$ cat config.mk
export PLATFORM = sky130hd
export DESIGN_NAME = time_of_day_counter
export DESIGN_NICKNAME = d
export VERILOG_FILES = /design/src/rtl/time_of_day_counter.sv
export SDC_FILE = /design/constraint.sdc
export NUM_CORES = 1
export LEC_CHECK = 0
export CAP_MARGIN = 20
export CORE_MARGIN = 4
export CORE_UTILIZATION = 57
export CTS_BUF_LIST = sky130_fd_sc_hd__clkbuf_16
export DETAILED_ROUTE_END_ITERATION = 16
export HOLD_SLACK_MARGIN = 0.15
export PLACE_DENSITY = 0.83
export SETUP_SLACK_MARGIN = 0.1
export SLEW_MARGIN = 20
export SYNTH_ARGS = -nofsm -noshare
export SYNTH_HDL_FRONTEND = slang
export SYNTH_SLANG_ARGS = --single-unit
$ cat constraint.sdc
create_clock -name clk_in -period 3.17 [get_ports clk_in]
set_input_delay 0.4755 -clock clk_in [delete_from_list [all_inputs] [get_ports clk_in]]
set_output_delay 0.4755 -clock clk_in [all_outputs]
set_load 0.02 [all_outputs]
$ cat src/rtl/time_of_day_counter.sv
// 24-hour HH:MM:SS time-of-day counter in packed BCD, advanced by edges of a 1 kHz data input.
// Define TOD_12H_EN to present a 12-hour hours_out and add a pm_out output.
module time_of_day_counter #(
  parameter int unsigned TICKS_PER_SEC = 1000,
  parameter int unsigned MS_W          = 10
) (
  input  logic       clk_in,
  input  logic       reset_in,
  input  logic       clk_1khz_in,
  input  logic       run_in,
  input  logic       set_in,
  input  logic [1:0] sel_in,
  input  logic       inc_in,
  output logic [7:0] hours_out,
  output logic [7:0] minutes_out,
  output logic [7:0] seconds_out,
  output logic       sec_pulse_out,
`ifdef TOD_12H_EN
  output logic       pm_out,
`endif
  output logic       colon_out
);

  localparam logic [MS_W-1:0] MS_MAX  = MS_W'(TICKS_PER_SEC - 1);
  localparam logic [MS_W-1:0] MS_HALF = MS_W'(TICKS_PER_SEC / 2);

  logic            s0, s1, s2;
  logic            tick;
  logic [MS_W-1:0] ms_q, ms_d;
  logic [7:0]      hr_q, hr_d, min_q, min_d, sec_q, sec_d;
  logic [7:0]      hr_inc, min_inc, sec_inc;
  logic            hr_wrap, min_wrap, sec_wrap;
  logic            pulse_q, pulse_d;
  logic            colon_q, colon_d;

  // Returns {wrapped, next}; wraps to 00 after maxv, otherwise a BCD +1.
  function automatic logic [8:0] bcd_inc(input logic [7:0] v, input logic [7:0] maxv);
    if (v == maxv)
      return 9'h100;
    if (v[3:0] == 4'd9)
      return {1'b0, v[7:4] + 4'd1, 4'd0};
    return {1'b0, v[7:4], v[3:0] + 4'd1};
  endfunction

  assign tick = s1 & ~s2;

  always_comb begin
    {sec_wrap, sec_inc} = bcd_inc(sec_q, 8'h59);
    {min_wrap, min_inc} = bcd_inc(min_q, 8'h59);
    {hr_wrap,  hr_inc}  = bcd_inc(hr_q,  8'h23);
  end

  always_comb begin
    ms_d    = ms_q;
    sec_d   = sec_q;
    min_d   = min_q;
    hr_d    = hr_q;
    pulse_d = 1'b0;
    if (set_in) begin
      ms_d = '0;
      if (inc_in) begin
        case (sel_in)
          2'd0:    sec_d = sec_inc;
          2'd1:    min_d = min_inc;
          2'd2:    hr_d  = hr_inc;
          default: ;
        endcase
      end
    end else if (run_in && tick) begin
      if (ms_q == MS_MAX) begin
        ms_d    = '0;
        pulse_d = 1'b1;
        sec_d   = sec_inc;
        if (sec_wrap) begin
          min_d = min_inc;
          if (min_wrap)
            hr_d = hr_inc;
        end
      end else begin
        ms_d = ms_q + 1'b1;
      end
    end
    colon_d = (ms_d < MS_HALF);
  end

  always_ff @(posedge clk_in or negedge reset_in) begin
    if (!reset_in) begin
      s0      <= 1'b0;
      s1      <= 1'b0;
      s2      <= 1'b0;
      ms_q    <= '0;
      sec_q   <= '0;
      min_q   <= '0;
      hr_q    <= '0;
      pulse_q <= 1'b0;
      colon_q <= 1'b1;
    end else begin
      s0      <= clk_1khz_in;
      s1      <= s0;
      s2      <= s1;
      ms_q    <= ms_d;
      sec_q   <= sec_d;
      min_q   <= min_d;
      hr_q    <= hr_d;
      pulse_q <= pulse_d;
      colon_q <= colon_d;
    end
  end

  assign minutes_out   = min_q;
  assign seconds_out   = sec_q;
  assign sec_pulse_out = pulse_q;
  assign colon_out     = colon_q;

`ifdef TOD_12H_EN
  logic [4:0] hr_bin, hr12, hr12_lo;

  // Internal hours stay 0-23; only the displayed value is folded to 12, 1..11.
  always_comb begin
    hr_bin  = 5'(hr_q[7:4]) * 5'd10 + 5'(hr_q[3:0]);
    if (hr_bin == 5'd0)
      hr12 = 5'd12;
    else if (hr_bin > 5'd12)
      hr12 = hr_bin - 5'd12;
    else
      hr12 = hr_bin;
    hr12_lo = hr12 - 5'd10;
    if (hr12 >= 5'd10)
      hours_out = {4'd1, hr12_lo[3:0]};
    else
      hours_out = {4'd0, hr12[3:0]};
  end

  assign pm_out = (hr_bin >= 5'd12);
`else
  assign hours_out = hr_q;
`endif

endmodule

==> results.sh <==
export IMPL_outcome="completed"
export IMPL_cp_required_ns=3.35
export IMPL_post_cts_buffers=0
export IMPL_fin_worst_skew_ns=0.00480
export IMPL_maxSlewHeadroom_pct=44.9
export IMPL_grt_max_degree=40
export IMPL_synth_most_common_cell="dfrtp_1"
export IMPL_power_uw=1600
export IMPL_gp_congestion=0.861
export IMPL_fillers=253
export IMPL_num_antenna_cells=0
export IMPL_ys_types=48
export IMPL_post_synth_cell_area_avg_um2=10.2
export IMPL_ant_nets=0
export IMPL_yosysSeqAreaShare_pct=45.3
export IMPL_drt_total_wl_um=4130
export IMPL_area_growth_pct=23.9
export IMPL_critPathKind="input pin to flip-flop"
export IMPL_antenna_found_initial=0
export IMPL_fin_util_pct=72.9
export IMPL_p_leak_uw=0.00116
export IMPL_worstSkewPairLatency_ns=0.28
export IMPL_dp_cells=290
export IMPL_vias=1650
export IMPL_hold_viol=0
export IMPL_numCtsBuffers=5
export IMPL_yosys_top_cells_count="dfrtp_1 (38), nor2_1 (22), nand2_1 (17)"
export IMPL_fin_cells=298
export IMPL_crit_fanout=13
export IMPL_ys_ff_latch=39
export IMPL_clk_pin_slew_ns=0.05
export IMPL_critPathSlowestCell="or4b_4"
export IMPL_drc_errors=0
export IMPL_grt_pass1_wl_um=7230
export IMPL_place_area_um2=2530
export IMPL_rsz0062_at_grt="no"
export IMPL_drive_above_1_share_pct=10.8
export IMPL_overflow=0
export IMPL_critPathCaptureType="flip-flop"
export IMPL_cts_root_buffer="clkbuf_16"
export IMPL_setup_violations=0
export IMPL_yosys_warnings=0
export IMPL_slew_viol_final=0
export IMPL_min_path_type="input pin to asynchronous set/reset pin"
export IMPL_fp_dieW_um=69.5
export IMPL_core_area_um2=3660
export IMPL_synth_main_ff_cell="dfrtp_1"
export IMPL_clock_sinks=39
export IMPL_clockBufferDepth=2
export IMPL_dp_hpwl_um=2990
export IMPL_tightest_slew_ns=0.827
export IMPL_drt_initial_drc_count=133
export IMPL_synthArstFlopShare_pct=100
export IMPL_start_util_pct=58.9
export IMPL_cts_tree="done"
export IMPL_design_area_um2=2670
export IMPL_tns_ns=0
export IMPL_avgRoutedWirePerCell_um=13.8
export IMPL_ir_drop_uv=504
export IMPL_first_global_vias=1593
export IMPL_dr_pass1_iters=4
export IMPL_start_kind="input pin"
export IMPL_final_net_count=270
export IMPL_powerDensity_nw_per_um2=598
export IMPL_syn_inst=211
export IMPL_path_cells="clkdlybuf4s50_1, or4b_4, nor4_4, a21oi_2, or4b_1, o311ai_1"
export IMPL_synth_area_um2=2160
export IMPL_synth_top_area_cell="dfrtp_1"
export IMPL_hold_buffers=0
export IMPL_finalCritPeriodShare_pct=80.0
export IMPL_crit_arrival_ns=2.71
export IMPL_grt_usage_pct=18.4
export IMPL_synthTopCellsByArea="dfrtp_1 (44%), ha_1 (7.5%), nor2_1 (3.8%), o21ai_0 (3.5%), nand2_1 (3.0%)"
export IMPL_dieArea_um2=4830
export IMPL_via_per_inst=5.54
export IMPL_syn_num_nets=232
export IMPL_die_h_um=69.5
export IMPL_h_tree_depth=2
export IMPL_worst_path_largest_cell_delay_ns=0.58
export IMPL_maxCapViolCount=0
export IMPL_yosysTopAreaCellShare_pct=44.1
export IMPL_period_minus_slack_ns=2.53
export IMPL_r2r_setup_slack_ns=0.91
export IMPL_ios=34
export IMPL_max_freq_mhz=395
export IMPL_portBuffers=33
export IMPL_synth_enable_flop_cells=0
export IMPL_rows=22
export IMPL_cts_resized=0
[through the flow]
| step | hold WS (ns) | setup WS, ns |
|---|---|---|
| floorplan | 0.180 | 1.03 |
| global placement | 0.336 | 0.416 |
| detailed placement | 0.343 | 0.332 |
| CTS | 0.329 | 0.638 |
| global route | 0.365 | 0.511 |
| finish | 0.297 | 0.635 |
[final cells by class]
class / instances / area, um^2 / share of cell area, %
Timing Repair Buffer: 35 / 340 / 12.7
Sequential cell: 39 / 977 / 36.6
Tap cell: 48 / 60.1 / 2.25
Multi-Input combinational cell: 158 / 1120 / 41.8
Clock buffer: 5 / 125 / 4.69
Inverter: 10 / 37.5 / 1.41
Clock inverter: 3 / 12.5 / 0.469
[critical path: cells and delay by family]
kind            cells  cell delay (ns)
simple gates        3             1.43
buf+inv             1             0.49
compound gates      2             0.33
[kinds of logic after synthesis]
| logic type | after synthesis | share of synthesized area, % |
|---|---|---|
| AO/OA/AOI/OAI | 37 | 11.8 |
| XOR/XNOR | 11 | 4.47 |
| adder cells (fa/ha/maj) | 13 | 7.55 |
| buffers and inverters | 14 | 2.84 |
| flip-flops | 39 | 45.3 |
| multiplexers | 6 | 3.48 |
| AND/OR/NAND/NOR | 91 | 24.5 |
[final timing paths]
kind	endpoint	start	cells after the start
setup reg to reg	hours_out[6]	ms_q[0]	6
hold reg to reg	s1	s0	0
min in group clk_in	s1	s0	0
hold / removal	hours_out[7]	reset_in	1
max in group asynchronous	ms_q[4]	reset_in	1
setup / recovery	hours_out[6]	set_in	6
[flip-flops by register name (all words and copies together) (netlist names)]
name / flops
hours_out: 8
minutes_out: 8
s1: 1
sec_pulse_out: 1
s2: 1
colon_out: 1
s0: 1
seconds_out: 8
ms_q: 10
[power by group]
group	switching, uW	total, uW	internal (uW)
sequential	107	677	570
combinational	227	449	222
clock	187	470	284
total	520	1600	1080
[routing by layer]
metal,GRT usage (%),part of all wire (%),up-vias
met1,24.1,47,787
li1,-,-,823
met5,0,0,-
met2,29.1,48,33
met3,5.80,3.9,7
met4,5.86,1.4,0
[layout by cell type, fill, tap and decap left out, types with 3 or more instances in the layout]
| master | count |
|---|---|
| inv_1 | 12 |
| nand3_1 | 9 |
| nor3_1 | 5 |
| xnor2_1 | 7 |
| clkbuf_16 | 5 |
| clkdlybuf4s50_1 | 32 |
| xor2_1 | 4 |
| nor2_1 | 22 |
| o31ai_1 | 7 |
| nor3b_1 | 3 |
| nand2_1 | 17 |
| a21oi_1 | 3 |
| dfrtp_1 | 38 |
| and3b_1 | 4 |
| mux2_2 | 4 |
| o21ai_0 | 15 |
| ha_1 | 13 |
| nor2b_1 | 6 |
(Power assumes the default switching activity.)
